`src/rtl/lbfgs_load_ctrl_if.sv`:
```
// Host/core bus of the L-BFGS load controller: job control, load stream,
// core write port, result select and result drain stream.
interface lbfgs_load_ctrl_if #(
    parameter int DATA_WIDTH = 64
);
    logic                  start;
    logic                  busy;
    logic                  done;
    logic                  timeout_err;

    logic                  in_valid;
    logic                  in_ready;
    logic [DATA_WIDTH-1:0] in_data;

    logic                  wr_id;
    logic                  wr_coef;
    logic                  wr_idm;
    logic                  wr_impos;
    logic [9:0]            wr_addr;
    logic [DATA_WIDTH-1:0] wr_data0;
    logic [DATA_WIDTH-1:0] wr_data1;

    logic                  core_rst;
    logic                  core_valid;
    logic [5:0]            res_idx;
    logic [DATA_WIDTH-1:0] res_data;

    logic                  out_valid;
    logic                  out_ready;
    logic [DATA_WIDTH-1:0] out_data;

    modport master (
        output start, in_valid, in_data, core_valid, res_data, out_ready,
        input  busy, done, timeout_err, in_ready,
               wr_id, wr_coef, wr_idm, wr_impos, wr_addr, wr_data0, wr_data1,
               core_rst, res_idx, out_valid, out_data
    );

    modport slave (
        input  start, in_valid, in_data, core_valid, res_data, out_ready,
        output busy, done, timeout_err, in_ready,
               wr_id, wr_coef, wr_idm, wr_impos, wr_addr, wr_data0, wr_data1,
               core_rst, res_idx, out_valid, out_data
    );
endinterface

```
`src/rtl/lbfgs_load_ctrl.sv`:
```
// Sequences one L-BFGS job: streams operands into the solver core, runs it
// under a cycle watchdog, then drains the result words to the host.
module lbfgs_load_ctrl #(
    parameter int DATA_WIDTH   = 64,
    parameter int NUM_ELEMENTS = 50,
    parameter int NUM_COEF     = 8,
    parameter int NUM_IDM      = 150,
    parameter int NUM_IMPOS    = 68,
    parameter int NUM_RESULTS  = 52,
    parameter int TIMEOUT      = 1048576
) (
    input logic              clk,
    input logic              rst_LBFGS,
    lbfgs_load_ctrl_if.slave bus
);
    localparam int MAX_A = (NUM_ELEMENTS > NUM_COEF) ? NUM_ELEMENTS : NUM_COEF;
    localparam int MAX_B = (NUM_IDM > NUM_IMPOS) ? NUM_IDM : NUM_IMPOS;
    localparam int MAX_N = (MAX_A > MAX_B) ? MAX_A : MAX_B;
    localparam int CW    = $clog2(MAX_N + 1);
    localparam int TW    = $clog2(TIMEOUT + 1);

    localparam logic [CW-1:0] LAST_ID    = CW'(NUM_ELEMENTS - 1);
    localparam logic [CW-1:0] LAST_COEF  = CW'(NUM_COEF - 1);
    localparam logic [CW-1:0] LAST_IDM   = CW'(NUM_IDM - 1);
    localparam logic [CW-1:0] LAST_IMPOS = CW'(NUM_IMPOS - 1);
    localparam logic [TW-1:0] LAST_RUN   = TW'(TIMEOUT - 1);
    localparam logic [5:0]    LAST_RES   = 6'(NUM_RESULTS - 1);

    typedef enum logic [2:0] {
        IDLE, LOAD_ID, LOAD_COEF, LOAD_IDM, LOAD_IMPOS, RUN, DRAIN, ERR
    } state_t;

    state_t                state_q, state_d;
    logic [CW-1:0]         cnt_q, cnt_d;
    logic                  half_q, half_d;
    logic [DATA_WIDTH-1:0] even_q, even_d;
    logic [TW-1:0]         run_q, run_d;
    logic [5:0]            res_idx_q, res_idx_d;
    logic                  done_q, done_d;
    logic                  tmo_q, tmo_d;
    logic                  wr_id_q, wr_id_d, wr_coef_q, wr_coef_d;
    logic                  wr_idm_q, wr_idm_d, wr_impos_q, wr_impos_d;
    logic [9:0]            wr_addr_q, wr_addr_d;
    logic [DATA_WIDTH-1:0] wr_data0_q, wr_data0_d, wr_data1_q, wr_data1_d;

    logic                  loading, accept;
    logic [CW-1:0]         phase_last;
    state_t                phase_next;

    assign loading = (state_q == LOAD_ID) || (state_q == LOAD_COEF) ||
                     (state_q == LOAD_IDM) || (state_q == LOAD_IMPOS);
    assign accept  = loading && bus.in_valid;

    always_comb begin
        state_d    = state_q;
        cnt_d      = cnt_q;
        half_d     = half_q;
        even_d     = even_q;
        run_d      = run_q;
        res_idx_d  = res_idx_q;
        done_d     = 1'b0;
        tmo_d      = tmo_q;
        wr_id_d    = 1'b0;
        wr_coef_d  = 1'b0;
        wr_idm_d   = 1'b0;
        wr_impos_d = 1'b0;
        wr_addr_d  = wr_addr_q;
        wr_data0_d = wr_data0_q;
        wr_data1_d = wr_data1_q;
        phase_last = LAST_IDM;
        phase_next = LOAD_IMPOS;
        if (state_q == LOAD_ID) begin
            phase_last = LAST_ID;
            phase_next = LOAD_COEF;
        end else if (state_q == LOAD_COEF) begin
            phase_last = LAST_COEF;
            phase_next = LOAD_IDM;
        end

        case (state_q)
            IDLE: begin
                if (bus.start) begin
                    state_d = LOAD_ID;
                    cnt_d   = '0;
                    half_d  = 1'b0;
                end
            end
            LOAD_ID, LOAD_COEF, LOAD_IDM: begin
                if (accept) begin
                    wr_id_d    = (state_q == LOAD_ID);
                    wr_coef_d  = (state_q == LOAD_COEF);
                    wr_idm_d   = (state_q == LOAD_IDM);
                    wr_addr_d  = 10'(cnt_q);
                    wr_data0_d = bus.in_data;
                    if (cnt_q == phase_last) begin
                        state_d = phase_next;
                        cnt_d   = '0;
                    end else begin
                        cnt_d = cnt_q + CW'(1);
                    end
                end
            end
            LOAD_IMPOS: begin
                // cnt counts pairs; half marks that the even word is held
                if (accept && !half_q) begin
                    even_d = bus.in_data;
                    half_d = 1'b1;
                end else if (accept) begin
                    wr_impos_d = 1'b1;
                    wr_addr_d  = 10'(cnt_q);
                    wr_data0_d = even_q;
                    wr_data1_d = bus.in_data;
                    half_d     = 1'b0;
                    if (cnt_q == LAST_IMPOS) begin
                        state_d = RUN;
                        cnt_d   = '0;
                        run_d   = '0;
                    end else begin
                        cnt_d = cnt_q + CW'(1);
                    end
                end
            end
            RUN: begin
                if (bus.core_valid) begin
                    state_d   = DRAIN;
                    res_idx_d = '0;
                end else if (run_q == LAST_RUN) begin
                    state_d = ERR;
                    tmo_d   = 1'b1;
                end else begin
                    run_d = run_q + TW'(1);
                end
            end
            DRAIN: begin
                if (bus.out_ready) begin
                    if (res_idx_q == LAST_RES) begin
                        state_d   = IDLE;
                        res_idx_d = '0;
                        done_d    = 1'b1;
                    end else begin
                        res_idx_d = res_idx_q + 6'd1;
                    end
                end
            end
            ERR: begin
                state_d = ERR;
            end
        endcase
    end

    always_ff @(posedge clk) begin
        if (rst_LBFGS) begin
            state_q    <= IDLE;
            cnt_q      <= '0;
            half_q     <= 1'b0;
            even_q     <= '0;
            run_q      <= '0;
            res_idx_q  <= '0;
            done_q     <= 1'b0;
            tmo_q      <= 1'b0;
            wr_id_q    <= 1'b0;
            wr_coef_q  <= 1'b0;
            wr_idm_q   <= 1'b0;
            wr_impos_q <= 1'b0;
            wr_addr_q  <= '0;
            wr_data0_q <= '0;
            wr_data1_q <= '0;
        end else begin
            state_q    <= state_d;
            cnt_q      <= cnt_d;
            half_q     <= half_d;
            even_q     <= even_d;
            run_q      <= run_d;
            res_idx_q  <= res_idx_d;
            done_q     <= done_d;
            tmo_q      <= tmo_d;
            wr_id_q    <= wr_id_d;
            wr_coef_q  <= wr_coef_d;
            wr_idm_q   <= wr_idm_d;
            wr_impos_q <= wr_impos_d;
            wr_addr_q  <= wr_addr_d;
            wr_data0_q <= wr_data0_d;
            wr_data1_q <= wr_data1_d;
        end
    end

    assign bus.busy        = (state_q != IDLE);
    assign bus.done        = done_q;
    assign bus.timeout_err = tmo_q;
    assign bus.in_ready    = loading;
    assign bus.wr_id       = wr_id_q;
    assign bus.wr_coef     = wr_coef_q;
    assign bus.wr_idm      = wr_idm_q;
    assign bus.wr_impos    = wr_impos_q;
    assign bus.wr_addr     = wr_addr_q;
    assign bus.wr_data0    = wr_data0_q;
    assign bus.wr_data1    = wr_data1_q;
    assign bus.core_rst    = (state_q != RUN) && (state_q != DRAIN);
    assign bus.res_idx     = res_idx_q;
    assign bus.out_valid   = (state_q == DRAIN);
    assign bus.out_data    = bus.res_data;
endmodule

```
`src/flat_wrapper.sv`:
```
// flat-port wrapper written by rule: the top's interface ports become plain ports
module lbfgs_load_ctrl_flat 
#(
    parameter int DATA_WIDTH   = 64,
    parameter int NUM_ELEMENTS = 50,
    parameter int NUM_COEF     = 8,
    parameter int NUM_IDM      = 150,
    parameter int NUM_IMPOS    = 68,
    parameter int NUM_RESULTS  = 52,
    parameter int TIMEOUT      = 1048576
)
  (clk, rst_LBFGS, bus_start, bus_in_valid, bus_in_data, bus_core_valid, bus_res_data, bus_out_ready, bus_busy, bus_done, bus_timeout_err, bus_in_ready, bus_wr_id, bus_wr_coef, bus_wr_idm, bus_wr_impos, bus_wr_addr, bus_wr_data0, bus_wr_data1, bus_core_rst, bus_res_idx, bus_out_valid, bus_out_data);
  lbfgs_load_ctrl_if #(.DATA_WIDTH(DATA_WIDTH)) bus_i ();
  input logic clk;
  input logic rst_LBFGS;
  input wire logic [$bits(bus_i.start)-1:0] bus_start;
  input wire logic [$bits(bus_i.in_valid)-1:0] bus_in_valid;
  input wire logic [$bits(bus_i.in_data)-1:0] bus_in_data;
  input wire logic [$bits(bus_i.core_valid)-1:0] bus_core_valid;
  input wire logic [$bits(bus_i.res_data)-1:0] bus_res_data;
  input wire logic [$bits(bus_i.out_ready)-1:0] bus_out_ready;
  output wire logic [$bits(bus_i.busy)-1:0] bus_busy;
  output wire logic [$bits(bus_i.done)-1:0] bus_done;
  output wire logic [$bits(bus_i.timeout_err)-1:0] bus_timeout_err;
  output wire logic [$bits(bus_i.in_ready)-1:0] bus_in_ready;
  output wire logic [$bits(bus_i.wr_id)-1:0] bus_wr_id;
  output wire logic [$bits(bus_i.wr_coef)-1:0] bus_wr_coef;
  output wire logic [$bits(bus_i.wr_idm)-1:0] bus_wr_idm;
  output wire logic [$bits(bus_i.wr_impos)-1:0] bus_wr_impos;
  output wire logic [$bits(bus_i.wr_addr)-1:0] bus_wr_addr;
  output wire logic [$bits(bus_i.wr_data0)-1:0] bus_wr_data0;
  output wire logic [$bits(bus_i.wr_data1)-1:0] bus_wr_data1;
  output wire logic [$bits(bus_i.core_rst)-1:0] bus_core_rst;
  output wire logic [$bits(bus_i.res_idx)-1:0] bus_res_idx;
  output wire logic [$bits(bus_i.out_valid)-1:0] bus_out_valid;
  output wire logic [$bits(bus_i.out_data)-1:0] bus_out_data;
  assign bus_i.start = bus_start;
  assign bus_i.in_valid = bus_in_valid;
  assign bus_i.in_data = bus_in_data;
  assign bus_i.core_valid = bus_core_valid;
  assign bus_i.res_data = bus_res_data;
  assign bus_i.out_ready = bus_out_ready;
  assign bus_busy = bus_i.busy;
  assign bus_done = bus_i.done;
  assign bus_timeout_err = bus_i.timeout_err;
  assign bus_in_ready = bus_i.in_ready;
  assign bus_wr_id = bus_i.wr_id;
  assign bus_wr_coef = bus_i.wr_coef;
  assign bus_wr_idm = bus_i.wr_idm;
  assign bus_wr_impos = bus_i.wr_impos;
  assign bus_wr_addr = bus_i.wr_addr;
  assign bus_wr_data0 = bus_i.wr_data0;
  assign bus_wr_data1 = bus_i.wr_data1;
  assign bus_core_rst = bus_i.core_rst;
  assign bus_res_idx = bus_i.res_idx;
  assign bus_out_valid = bus_i.out_valid;
  assign bus_out_data = bus_i.out_data;
  lbfgs_load_ctrl #(.DATA_WIDTH(DATA_WIDTH), .NUM_ELEMENTS(NUM_ELEMENTS), .NUM_COEF(NUM_COEF), .NUM_IDM(NUM_IDM), .NUM_IMPOS(NUM_IMPOS), .NUM_RESULTS(NUM_RESULTS), .TIMEOUT(TIMEOUT)) u_core (.clk(clk), .rst_LBFGS(rst_LBFGS), .bus(bus_i));
endmodule
```
`config.mk`:
```
export PLATFORM = sky130hd
export DESIGN_NAME = lbfgs_load_ctrl_flat
export DESIGN_NICKNAME = d
export VERILOG_FILES = /design/src/rtl/lbfgs_load_ctrl_if.sv /design/src/rtl/lbfgs_load_ctrl.sv /design/src/flat_wrapper.sv
export SDC_FILE = /design/constraint.sdc
export NUM_CORES = 1
export LEC_CHECK = 0
export CAP_MARGIN = 40
export CORE_UTILIZATION = 41
export CTS_CLUSTER_DIAMETER = 60
export CTS_CLUSTER_SIZE = 28
export DETAILED_ROUTE_END_ITERATION = 8
export PLACE_DENSITY_LB_ADDON = 0.12
export REMOVE_ABC_BUFFERS = 1
export SETUP_SLACK_MARGIN = 0.02
export SYNTH_ARGS = -nofsm -noshare
export SYNTH_HDL_FRONTEND = slang
export SYNTH_SLANG_ARGS = --single-unit
```
`constraint.sdc`:
```
create_clock -name clk -period 2.15 [get_ports clk]
set_input_delay 0.5375 -clock clk [delete_from_list [all_inputs] [get_ports clk]]
set_output_delay 0.5375 -clock clk [all_outputs]
set_load 0.05 [all_outputs]
```
==> flow_results.org, run 1 <==
** Layout
- The number of antenna diodes in the final layout is 0.
- The net count of the finished layout is 1,543.
- After filler insertion, the fill cell instance count of the layout stands at 2,381.
- Of the cells placed in the final design, the portion with a size suffix greater than 1 is 10.8%.
- From synthesis to final layout, the design area changed by 30.3%.
- For this run, the share of the core covered by cells in the final layout is 54.8%.

** Power
- Per report_power, the clock group accounts for 31.6% of the total.
- Dividing total power by cell area gives a power density of 944 nW/um^2.
- After layout, the design draws a total of 0.0127 W.
- For this design the total switching power over the nets is 0.00450 W.
- Internal cell power :: 0.00819 W
- Combinational group share of total power :: 28.2%
- LEAKAGE :: 5.18 nW
- Worst ir drop on vdd :: 0.678 mV
- Proportion of power drawn by flip-flops and latches :: 40.2%
- Switching Fraction :: 35.5%

** STA
- Derived from the worst setup path, the maximum achievable clock frequency is 478 MHz.
- Actual slew at the worst max-slew pin :: 0.726 ns
- The worst path needs 2.09 ns of the cycle, external delays included.
- Setup violations remaining at the end of the flow were counted as 0.
- Ratio of final minimum period to clock period :: 97.2%
- Final setup skew :: 0.0216 ns
- RSZ-0062 raised after global routing :: yes
- In the post-route analysis, the smallest setup slack over all paths is 0.0600 ns.
- Max-slew violation total from the final report :: 0
- In this run the tightest slew margin relative to its limit is 51.3%.
- Endpoints failing hold :: 0
- Setup total negative slack on the finished layout was measured at 0 ns.

** CTS
- Deepest clock path buffer count :: 3
- Buffers inserted during clock tree synthesis total 21.
- The number of hold buffers added after CTS was 0.
- CTS tree :: done
- The later pin in the worst-skew pair is clocked with a latency of 0.52 ns.
- CTS clock-pin slew for the worst setup and hold paths :: 0.07 ns
- Number of clock sinks :: 245
- Root Buffer :: sky130_fd_sc_hd__clkbuf_16
- In this run the number of H-tree levels came out at 1.

** Critical path
- Number of cells on the worst reg-to-reg path :: 7
- Data arrives at the worst endpoint at 1.55 ns.
- Setup slack on the worst reg-to-reg path comes out at 0.15 ns.
- Reg-to-reg endpoint :: u_core.cnt_q[6]
- STA puts the critical path data required time at 1.61 ns.
- The worst setup path is launched from a flop.
- Following the worst setup path forward leads to its endpoint at bus_busy.
- Classification of the worst setup path :: reg -> out
- STA classifies the critical path endpoint as an output port.
- R2r startpoint :: u_core.state_q[0]
- Max Fanout on Critical Path :: 8

** Min path
- Class of the tightest hold or removal check :: in -> reg
- Min-delay src :: rst_LBFGS

** Global route
- The first global-routing pass estimated 47.9 mm of wire.
- Pin count of the biggest net entering global routing :: 55
- GRT Total Usage :: 23.5%
- The via count of the first global-routing pass came to 8,280.
- Antenna violations before repair :: 0
- Total grt overflow :: 0

** Synthesis
- Syn Inst Count :: 1,244
- Sequential cells were found to cover 47.5% of the synthesized design area.
- Average instance area after synthesis :: 8.30 sq um
- Ranked by total cell area, the synthesized netlist is headed by sky130_fd_sc_hd__dfxtp_1 48%, sky130_fd_sc_hd__nand2_1 11%, sky130_fd_sc_hd__a21oi_1 7.3%.
- Yosys printed 0 warnings.
- Count of cell types in the netlist :: 51
- Of all flip-flops after synthesis, the portion carrying an async set or reset was 0%.
- List of most frequent post-synthesis cells :: 301 x sky130_fd_sc_hd__nand2_1, 245 x sky130_fd_sc_hd__dfxtp_1, 151 x sky130_fd_sc_hd__a21oi_1
- sky130_fd_sc_hd__dfxtp_1 takes more of the synthesized area than any other cell.
- Summing every instance area after synthesis gives 10,300 sq um.
- Among all cell types in the netlist, the one instantiated most often is sky130_fd_sc_hd__nand2_1.
- The most used flip-flop cell after synthesis is sky130_fd_sc_hd__dfxtp_1.
- Fraction of synthesized cell area taken by the top area cell type :: 47.5%
- In this run, synthesis inferred 0 flip-flops with an integrated enable.
- In this run, synthesis produced a sequential element count of 245.

** Floorplan
- X dimension of the die :: 161 microns
- Initial cell density of the core :: 42.1%
- The region available for standard cell placement spans 24,500 sq um.
- The floorplan has 57 rows.
- DIE AREA :: 25,800 sq um
- Pin placement for this block handled 352 I/O pins.
- The die is 161 microns tall.

** Drt
- Dividing the detail-routed wire length by the instance count gives 17.8 microns.
- The final route contains 8,940 vias.
- The count of nets left with antenna violations once routing finished came out at 0.
- After detailed routing, the number of remaining DRC violations is 0.
- In this run, the number of DRC markers left after iteration 0 of detailed routing was 445.
- The final layout contains routed wiring with a total length of 31.0 mm.
- The first detailed-routing pass took 5 iterations.
- After detailed routing, the number of vias per cell comes to 5.13.

** Placed design
- Input/output buffers :: 221
- Summed over all nets, the half-perimeter wirelength after detailed placement is 21.5 mm.
- Timing analysis after detailed placement gives a worst setup slack of -0.379 ns.
- At the end of routability-driven placement, the weighted congestion stood at 0.846.

** Run status
- Run status :: finished, final reports clean

** Run
- # Max-Cap Violations :: 0
==> worst max-delay path, cell delays in order (launching register included) <==
cell	delay [ns]
sky130_fd_sc_hd__dfxtp_4	0.36
sky130_fd_sc_hd__buf_4	0.16
sky130_fd_sc_hd__or3_4	0.38
sky130_fd_sc_hd__buf_12	0.16
==> routing by layer <==
layer  part of all wire (%)  global-route usage, %
met5                   0.71                   7.39
met4                    1.5                   4.07
met3                     13                   12.8
met2                     42                   33.8
met1                     43                   30.4
==> sequential cells by signal, summed over array words and instances, names as in the netlist, 2 cells and up, named ones only <==
register and flops:
u_core.bus.res_idx 6, u_core.bus.wr_data1 64, u_core.run_q 21, u_core.bus.wr_data0 64, u_core.even_q 64, u_core.state_q 2
u_core.cnt_q 8, u_core.bus.wr_addr 8
==> stage by stage <==
step / hold slack, ns / cells / cell area [sq um]
final: 0.378 / 1744 / 13500
after global routing: 0.391 / 1744 / 13500
after CTS: 0.355 / 1742 / 13400
after detailed placement: 0.446 / 1703 / 12700
after global placement: 0.441 / 1703 / 12700
after floorplan: 0.430 / 1093 / 9490
==> layout by cell type (no fill, tap or decap), types with 3 or more instances in the layout <==
cell type	instances
sky130_fd_sc_hd__inv_1	8
sky130_fd_sc_hd__nor3_1	6
sky130_fd_sc_hd__nor4_1	9
sky130_fd_sc_hd__dlygate4sd2_1	134
sky130_fd_sc_hd__xnor2_1	13
sky130_fd_sc_hd__dfxtp_1	241
sky130_fd_sc_hd__o21ai_0	7
sky130_fd_sc_hd__nor2_1	102
sky130_fd_sc_hd__inv_6	3
sky130_fd_sc_hd__nand2b_1	8
sky130_fd_sc_hd__nand4_1	12
sky130_fd_sc_hd__o21ai_1	3
sky130_fd_sc_hd__mux2i_1	70
sky130_fd_sc_hd__a21oi_1	150
sky130_fd_sc_hd__clkbuf_16	21
sky130_fd_sc_hd__buf_6	4
sky130_fd_sc_hd__nand2_1	300
sky130_fd_sc_hd__and3_1	11
sky130_fd_sc_hd__xor2_1	12
sky130_fd_sc_hd__clkinv_8	5
sky130_fd_sc_hd__nand3_1	13
sky130_fd_sc_hd__clkdlybuf4s50_1	68
sky130_fd_sc_hd__nand3b_1	3
sky130_fd_sc_hd__a211oi_1	66
sky130_fd_sc_hd__buf_12	15
sky130_fd_sc_hd__a31oi_1	5
sky130_fd_sc_hd__buf_4	69
sky130_fd_sc_hd__inv_8	3
sky130_fd_sc_hd__dfxtp_2	3
==> cell type report <==
class                   instances  area (sq um)  area share [%]
well taps                     324           405            3.01
clock inverters                14           188            1.40
inverters                       8          30.0           0.223
clock buffers                  23           553            4.11
repair buffers                290          2720            20.2
multi-input cells             840          4640            34.5
flip-flops and latches        245          4910            36.5
==> what timing repair did <==
action,CTS,global route
setup buffers,2,2
setup endpoints to repair,138,17
pin swaps,1,3
resized for setup,145,14
==> power groups by stage <==
| stage | Sequential [W] | Clock, W | Combinational, W |
|---|---|---|---|
| after detailed placement | 0.00521 | 0 | 0.00371 |
| after global routing | 0.00515 | 0.00428 | 0.00381 |
| final | 0.00510 | 0.00401 | 0.00358 |
| after global placement | 0.00520 | 0 | 0.00370 |
| after CTS | 0.00510 | 0.00412 | 0.00358 |
| after floorplan | 0.00644 | 0 | 0.00101 |
==> logic make-up (layout without fill, tap and decap cells) <==
| family | Yosys count | count (layout) | synth area share, % |
|---|---|---|---|
| and+or+nand+nor | 489 | 489 | 20.1 |
| AOI/OAI and AO/OA | 249 | 249 | 14.5 |
| DFF | 245 | 245 | 47.5 |
| buffers and inverters | 160 | 335 | 8.41 |
| muxes | 70 | 70 | 6.79 |
| xor gates and xnor gates | 27 | 27 | 2.29 |
| adders and majority gates | 3 | 3 | 0.364 |
| other | 1 | 2 | 0.0363 |
==> how the worst min path moves through the flow <==
stage / cells after the start / endpoint / slack [ns]
after floorplan: 2 / u_core.even_q[0] / 0.43
after global placement: 2 / u_core.even_q[12] / 0.44
after detailed placement: 2 / u_core.bus.wr_addr[3] / 0.45
after CTS: 2 / u_core.cnt_q[0] / 0.36
after global routing: 2 / u_core.bus.wr_addr[1] / 0.39
final: 2 / u_core.cnt_q[0] / 0.38
No activity file was read; power rests on OpenSTA's default activity.
==> inputs of run 2 (changes only) <==
CORE_MARGIN = 5   (was not set)
SLEW_MARGIN = 20   (was not set)
==> run 2 against run 1 <==
Effect of this change:
- clock-buffer cell count unchanged
- clock power shrank 5.2%
- first-iteration DRC count down 0.45%
- non-clock buffer count down 1
==> flow_results.org, run 2 (same netlist as run 1, synthesis figures left out) <==
** Run status
- Run status :: finished, final reports clean

** Layout
- Multi-input gate area in the final layout :: 4700 sq um
- Once layout is complete, the utilization of the core stands at 54.2%.
- Commonest non-fill, non-tap cell in the layout :: sky130_fd_sc_hd__nand2_1
- In the layout the commonest cells are 300 x sky130_fd_sc_hd__nand2_1, 242 x sky130_fd_sc_hd__dfxtp_1, 150 x sky130_fd_sc_hd__a21oi_1.
- After filler insertion, the fill cell instance count of the layout stands at 2,444.
- Fraction of layout instances using a drive strength above 1 :: 11.3%
- At the end of the flow, the number of nets in the layout was 1,541.
- Combined flip-flop and latch cell area :: 4920 sq um
- Relative to the synthesized area, the layout overhead comes to 31.1%.

** Critical path
- Crit path largest cell delay :: 0.35 ns
- Slowest cell on crit path :: sky130_fd_sc_hd__dfxtp_4
- The worst setup path is launched from a flop.
- R2r startpoint :: u_core.state_q[0]
- The number of cells on the worst reg-to-reg path is 9.
- The endpoint identified for the worst register-to-register timing path is u_core.state_q[0].
- Of all nets on the critical path, the largest fanout is 4.
- CP endpoint kind :: output port
- Data on the critical path arrives at its endpoint at 1.61 ns.
- Classification of the worst setup path :: reg -> out
- Required arrival time at the worst endpoint :: 1.61 ns
- The signal on the critical path passes through buf_6 > buf_6 > nor2_4 > buf_6 > xnor2_4 > buf_12.
- Flop2flop setup slack :: 0.14 ns
- Most Frequent Cell on Critical Path :: sky130_fd_sc_hd__buf_6
- Start point of the critical path :: u_core.state_q[0]

** STA
- Based on the critical path, the design can be clocked at up to 465 MHz.
- Summed over all failing endpoints, the final setup total negative slack is 0 ns.
- The worst path uses 100% of the clock period.
- Final period demand of the worst path :: 2.15 ns
- RSZ-0062 raised after global routing :: yes
- Endpoints failing hold :: 0
- Slew headroom :: 55.1%
- Max-slew violation total from the final report :: 0
- Final setup skew :: 0.0151 ns
- Setup violations remaining at the end of the flow were counted as 0.
- Setup slack on the critical path of the routed design comes to 0.000334 ns.
- At the pin with the least slew margin, the transition time is 0.668 ns.

** CTS
- CTS clock-pin slew for the worst setup and hold paths :: 0.08 ns
- The clock net in this run drives a total of 245 sinks.
- Root Buffer :: sky130_fd_sc_hd__clkbuf_16
- CTS built an H-tree with a depth of 1.
- CTS tree :: done
- The number of clock buffers added by TritonCTS is 20.
- Clock latency on the worst-skew pair, taken at its later pin, is 0.50 ns.
- Deepest clock path buffer count :: 3

** Placed design
- At the end of routability-driven placement, the weighted congestion stood at 0.827.
- Detail Placement HPWL :: 22.8 mm
- Port buffering added 221 buffers.
- Timing analysis after detailed placement gives a worst setup slack of -0.425 ns.

** Drt
- Vias after detailed routing :: 8,948
- In the routed layout, each cell is associated on average with a via count of 5.12.
- DRC viols :: 0
- Post-detailed-route count of antenna-violating nets :: 0
- Summed over all layers, the routed wires come to 32.6 mm.
- In the final routed layout, each cell accounts on average for 18.7 microns.
- Before antenna repair, the detailed router went through 4 iterations.
- The detailed router finished its first iteration with 443 violations.

** Global route
- Antenna violations before repair :: 1
- Vias in the first global route :: 8,458
- The first global-routing pass estimated 49.7 mm of wire.
- Global routing used 21.9% of the available tracks across all layers.
- Entering global routing, the biggest net connects 97 pins.
- For this run the aggregate overflow at the end of global routing stands at 0.

** Floorplan
- Total core area :: 25,000 sq um
- DIE AREA :: 28,400 sq um
- For this configuration, the core starts out at a cell density of 41.3%.
- Measured along the x axis, the die boundary spans 169 microns.
- 352 I/O pins were placed.
- Die outline height :: 169 microns
- Number of standard-cell rows in the floorplan :: 58

** Run
- # Max-Cap Violations :: 0

** Power
- LEAKAGE :: 5.18 nW
- Dividing total power by cell area gives a power density of 934 nW/um^2.
- IR analysis of the VDD net gives a maximum drop of 0.508 mV.

** Min path
- Min-delay src :: rst_LBFGS
- Along the worst hold path, the cell count comes to 2.
- Class of the tightest hold or removal check :: in -> reg
- Hold Path Sink :: u_core.state_q[1]
==> run 2: cell count changes in the layout (fill, tap and decap cells not counted), moves of 3 or more <==
cell | previous run | this run
sky130_fd_sc_hd__nor4_1 | 9 | 4
sky130_fd_sc_hd__buf_4 | 69 | 61
sky130_fd_sc_hd__inv_6 | 3 | 0
sky130_fd_sc_hd__nor4_2 | 0 | 5
sky130_fd_sc_hd__buf_12 | 15 | 20
sky130_fd_sc_hd__dfxtp_2 | 3 | 0
sky130_fd_sc_hd__clkinv_4 | 1 | 5
sky130_fd_sc_hd__buf_6 | 4 | 11
sky130_fd_sc_hd__clkinv_8 | 5 | 2
sky130_fd_sc_hd__dlygate4sd2_1 | 134 | 129
==> run 2: layer usage <==
layer	GRT usage (%)	routed length, microns
met4	3.88	483
met2	32.1	13900
met5	6.09	187
met1	27.5	13700
met3	13.3	4330
==> run 2: area by class of cell <==
class                           count  area share (%)
Sequential cell                   245            36.3
Multi-Input combinational cell    840            34.7
Timing Repair Buffer              289            20.6
Clock buffer                       23            4.01
Tap cell                          330            3.05
Clock inverter                     12            1.03
Inverter                            8           0.222
Antenna cell                        1          0.0185
==> run 2: timing repair <==
action	in CTS	in global routing
pin swaps	2	10
gates resized for setup	150	25
endpoints found under the setup margin	135	24
buffers inserted	7	3
gates cloned	0	0
hold buffers	0	0
==> run 2: how the worst max path moves through the flow <==
stage                                   to  slack, ns
final                         bus_in_ready     0.0003
after global routing          bus_in_ready      -0.07
after CTS                     bus_in_ready      -0.02
after detailed placement  u_core.run_q[19]      -0.42
after global placement    u_core.run_q[19]      -0.37
after floorplan            u_core.cnt_q[6]      -3.61
==> run 2: worst max-delay path, delay by kind of cell (launching register included) <==
kind | cells | cell delay [ns]
XOR/XNOR | 1 | 0.13
flip-flops | 1 | 0.35
AND/OR/NAND/NOR | 1 | 0.11
buffers and inverters | 4 | 0.52
==> run 2: where the power goes <==
part           internal, W  leakage, nW  total (W)  switching [W]
combinational      0.00129         2.86    0.00374        0.00245
clock              0.00200        0.336    0.00380        0.00180
sequential         0.00491         1.98    0.00510       0.000191
total              0.00821         5.18     0.0126        0.00443
==> run 2: per-stage QoR <==
step,instance area (sq um),hold slack (ns),total power (W),std cells
floorplan,9490,0.430,0.00744,1093
global placement,12700,0.441,0.00893,1702
detailed placement,12700,0.447,0.00895,1702
finish,13500,0.309,0.0126,1748
CTS,13400,0.290,0.0127,1744
global route,13500,0.304,0.0132,1748
==> inputs of run 3 (changes only) <==
CELL_PAD_IN_SITES_DETAIL_PLACEMENT = 1   (was not set)
CELL_PAD_IN_SITES_GLOBAL_PLACEMENT = 2   (was not set)
CORE_UTILIZATION = 23   (was 41)
==> run 3 against run 2 <==
Effect of this change:
- clock power increased by 58%
- fmax up 3.3%
- hold slack improved by 0.043 ns
- total power increased by 18%
- sequential share of layout area shrank 2.3 points
- non-clock buffer count grew 19
- combinational power up 2%
- sequential power is essentially flat
- cell count rose by 18%
- critical path type unchanged
- largest cell class unchanged
- largest power group is now the clock network
==> flow_results.org, run 3 (same netlist as run 1, synthesis figures left out) <==
** STA
- At the pin with the least slew margin, the transition time is 0.678 ns.
- Setup repair after global routing could not meet its margin everywhere.
- The worst path meets setup with 0.0689 ns of slack.
- Adding up every negative setup slack in the final design gives 0 ns.
- Slew headroom :: 54.5%
- Max-slew violation total from the final report :: 0
- Setup violations remaining at the end of the flow were counted as 0.
- The final count of hold timing violations was 0.
- Final setup skew :: 0.0210 ns
- Derived from the worst setup path, the maximum achievable clock frequency is 481 MHz.
- Of the available clock period, the critical path in the final layout requires 96.8%.
- Final period demand of the worst path :: 2.08 ns

** CTS
- CTS clock-pin slew for the worst setup and hold paths :: 0.06 ns
- The H-tree generated during clock tree synthesis spans 2 levels.
- Counting every sink on the clock net gives 245.
- Clock latency reported for the late side of the worst-skew pair :: 0.53 ns
- Number of buffers inserted during clock tree synthesis :: 35
- Counting along the longest clock path gives a buffer depth of 3.
- TritonCTS built the clock tree.
- The tree is rooted in a sky130_fd_sc_hd__clkbuf_16.
- Cts hold-fix bufs :: 0

** Drt
- Summing over every cut layer, the via total after detailed routing is 9,312.
- Summed over all layers, the routed wires come to 40.1 mm.
- DRC viols :: 0
- Post-detailed-route count of antenna-violating nets :: 0
- The first routing iteration left 297 violations.
- Before antenna repair, the detailed router went through 4 iterations.
- Routed length per instance :: 19.5 microns
- Vias per cell :: 4.53

** Global route
- GRT Total Usage :: 15.8%
- Global-route wire length before repair :: 60.9 mm
- The number of antenna violations at the first check in global routing is 1.
- Vias in the first global route :: 9,660
- Total grt overflow :: 0
- Pin count of the biggest net entering global routing :: 88

** Floorplan
- The die covers 49,200 sq um.
- X dimension of the die :: 222 microns
- Number of standard-cell rows in the floorplan :: 77
- From bottom edge to top edge, the die measures 222 microns.
- 352 I/O pins were placed.
- Once the floorplan was initialized, standard cells occupied 23.3% of the core.
- Total core area :: 44,300 sq um

** Layout
- After filler insertion, the fill cell instance count of the layout stands at 5,195.
- Final core utilization :: 32.6%
- Final antenna diode count :: 0
- Multi-input gate area in the final layout :: 4690 sq um
- Relative to the synthesized area, the layout overhead comes to 39.8%.
- Most frequent cells in the layout :: 300 x sky130_fd_sc_hd__nand2_1, 242 x sky130_fd_sc_hd__dfxtp_1, 150 x sky130_fd_sc_hd__a21oi_1
- For this run, the post-layout net count is 1,575.
- Commonest non-fill, non-tap cell in the layout :: sky130_fd_sc_hd__nand2_1
- The finished cells cover 14,400 sq um.
- Fraction of layout instances using a drive strength above 1 :: 15.7%
- Summing all flip-flop and latch instances after layout gives 4910 sq um.

** Run
- The tool flagged a number of max-cap violations equal to 0.

** Min path
- Hold Path Sink :: u_core.bus.wr_data1[44]
- The path class of the tightest hold or removal check is in -> reg.
- Min-delay src :: rst_LBFGS
- Hold Path Depth :: 2

** Critical path
- Max Fanout on Critical Path :: 6
- Flop2flop setup slack :: 0.15 ns
- The endpoint identified for the worst register-to-register timing path is u_core.cnt_q[7].
- Arrival time reported for the critical path endpoint :: 1.54 ns
- CP endpoint kind :: output port
- The worst setup path is launched from a flop.
- Number of cells on the worst reg-to-reg path :: 7
- Required arrival time at the worst endpoint :: 1.61 ns
- Classification of the worst setup path :: reg -> out

** Power
- The analysis attributes to cell leakage a power of 5.44 nW.
- The design draws 0.0150 W.
- The worst-case IR drop observed on VDD is 0.489 mV.
- In this run the power density over the cells is 1040 nW/um^2.

** Placed design
- Instance area at placement :: 13,100 sq um
- Detail Placement HPWL :: 28.3 mm
- Input/output buffers :: 221
- Pre-CTS WS :: -0.417 ns
- Routability-driven placement finished with a final weighted congestion of 0.738.

** Run status
- Run status :: finished, final reports clean
-- run 3: changes by cell type in the layout (fill, tap and decap cells not counted), sizes merged, moves of 2 or more --
| cell | previous run | this run |
|---|---|---|
| bufinv | 1 | 3 |
| buf | 92 | 137 |
| dlygate4sd2 | 129 | 103 |
| inv | 10 | 12 |
| clkinvlp | 0 | 4 |
| clkinv | 9 | 3 |
| clkbuf | 23 | 47 |
-- run 3: worst max path at each step --
stage	startpoint	to	slack [ns]	cells past startpoint
after global placement	bus_start	u_core.cnt_q[6]	-0.39	7
after detailed placement	bus_start	u_core.cnt_q[6]	-0.42	7
after floorplan	flop	u_core.cnt_q[6]	-3.61	6
after CTS	u_core.state_q[1]	bus_in_ready	0.02	5
final	u_core.state_q[1]	bus_busy	0.07	3
after global routing	u_core.run_q[0]	u_core.run_q[14]	0.009	9
-- run 3: layout make-up --
cell class                 instances  share of cell area, %
inverter                           8                  0.208
clock inverter                    14                   1.25
multi-input combinational        840                   32.5
clock buffer                      47                   7.16
sequential                       245                   34.0
timing repair buffer             308                   19.7
tap                              592                   5.13
-- run 3: worst max-delay path: stages, from the launching register on --
cell and delay (ns):
sky130_fd_sc_hd__dfxtp_2 0.34, sky130_fd_sc_hd__buf_8 0.14, sky130_fd_sc_hd__or3_4 0.39, sky130_fd_sc_hd__buf_12 0.16
-- run 3: report_power, final --
group	leakage, nW	internal (W)	total [W]	switching (W)
combinational	2.87	0.00130	0.00383	0.00253
sequential	1.98	0.00492	0.00512	0.000201
clock	0.585	0.00376	0.00601	0.00225
-- run 3: repair_timing --
action                     CTS  global route
setup buffers                8             2
pin swaps                    3             2
resized for setup          123            17
setup endpoints to repair  107            18
-- run 3: per-layer routing --
| metal | GRT usage, % | routed length (microns) | part of all wire, % |
|---|---|---|---|
| met3 | 8.29 | 4110 | 10 |
| met5 | 3.71 | 256 | 0.64 |
| met1 | 19.9 | 17800 | 44 |
| met4 | 4.26 | 754 | 1.9 |
| met2 | 23.4 | 17200 | 43 |
-- run 3: stage by stage --
stage,instances,hold WS [ns]
final,2054,0.352
after global routing,2054,0.335
after detailed placement,1983,0.447
after floorplan,1093,0.430
after global placement,1983,0.441
after CTS,2052,0.324
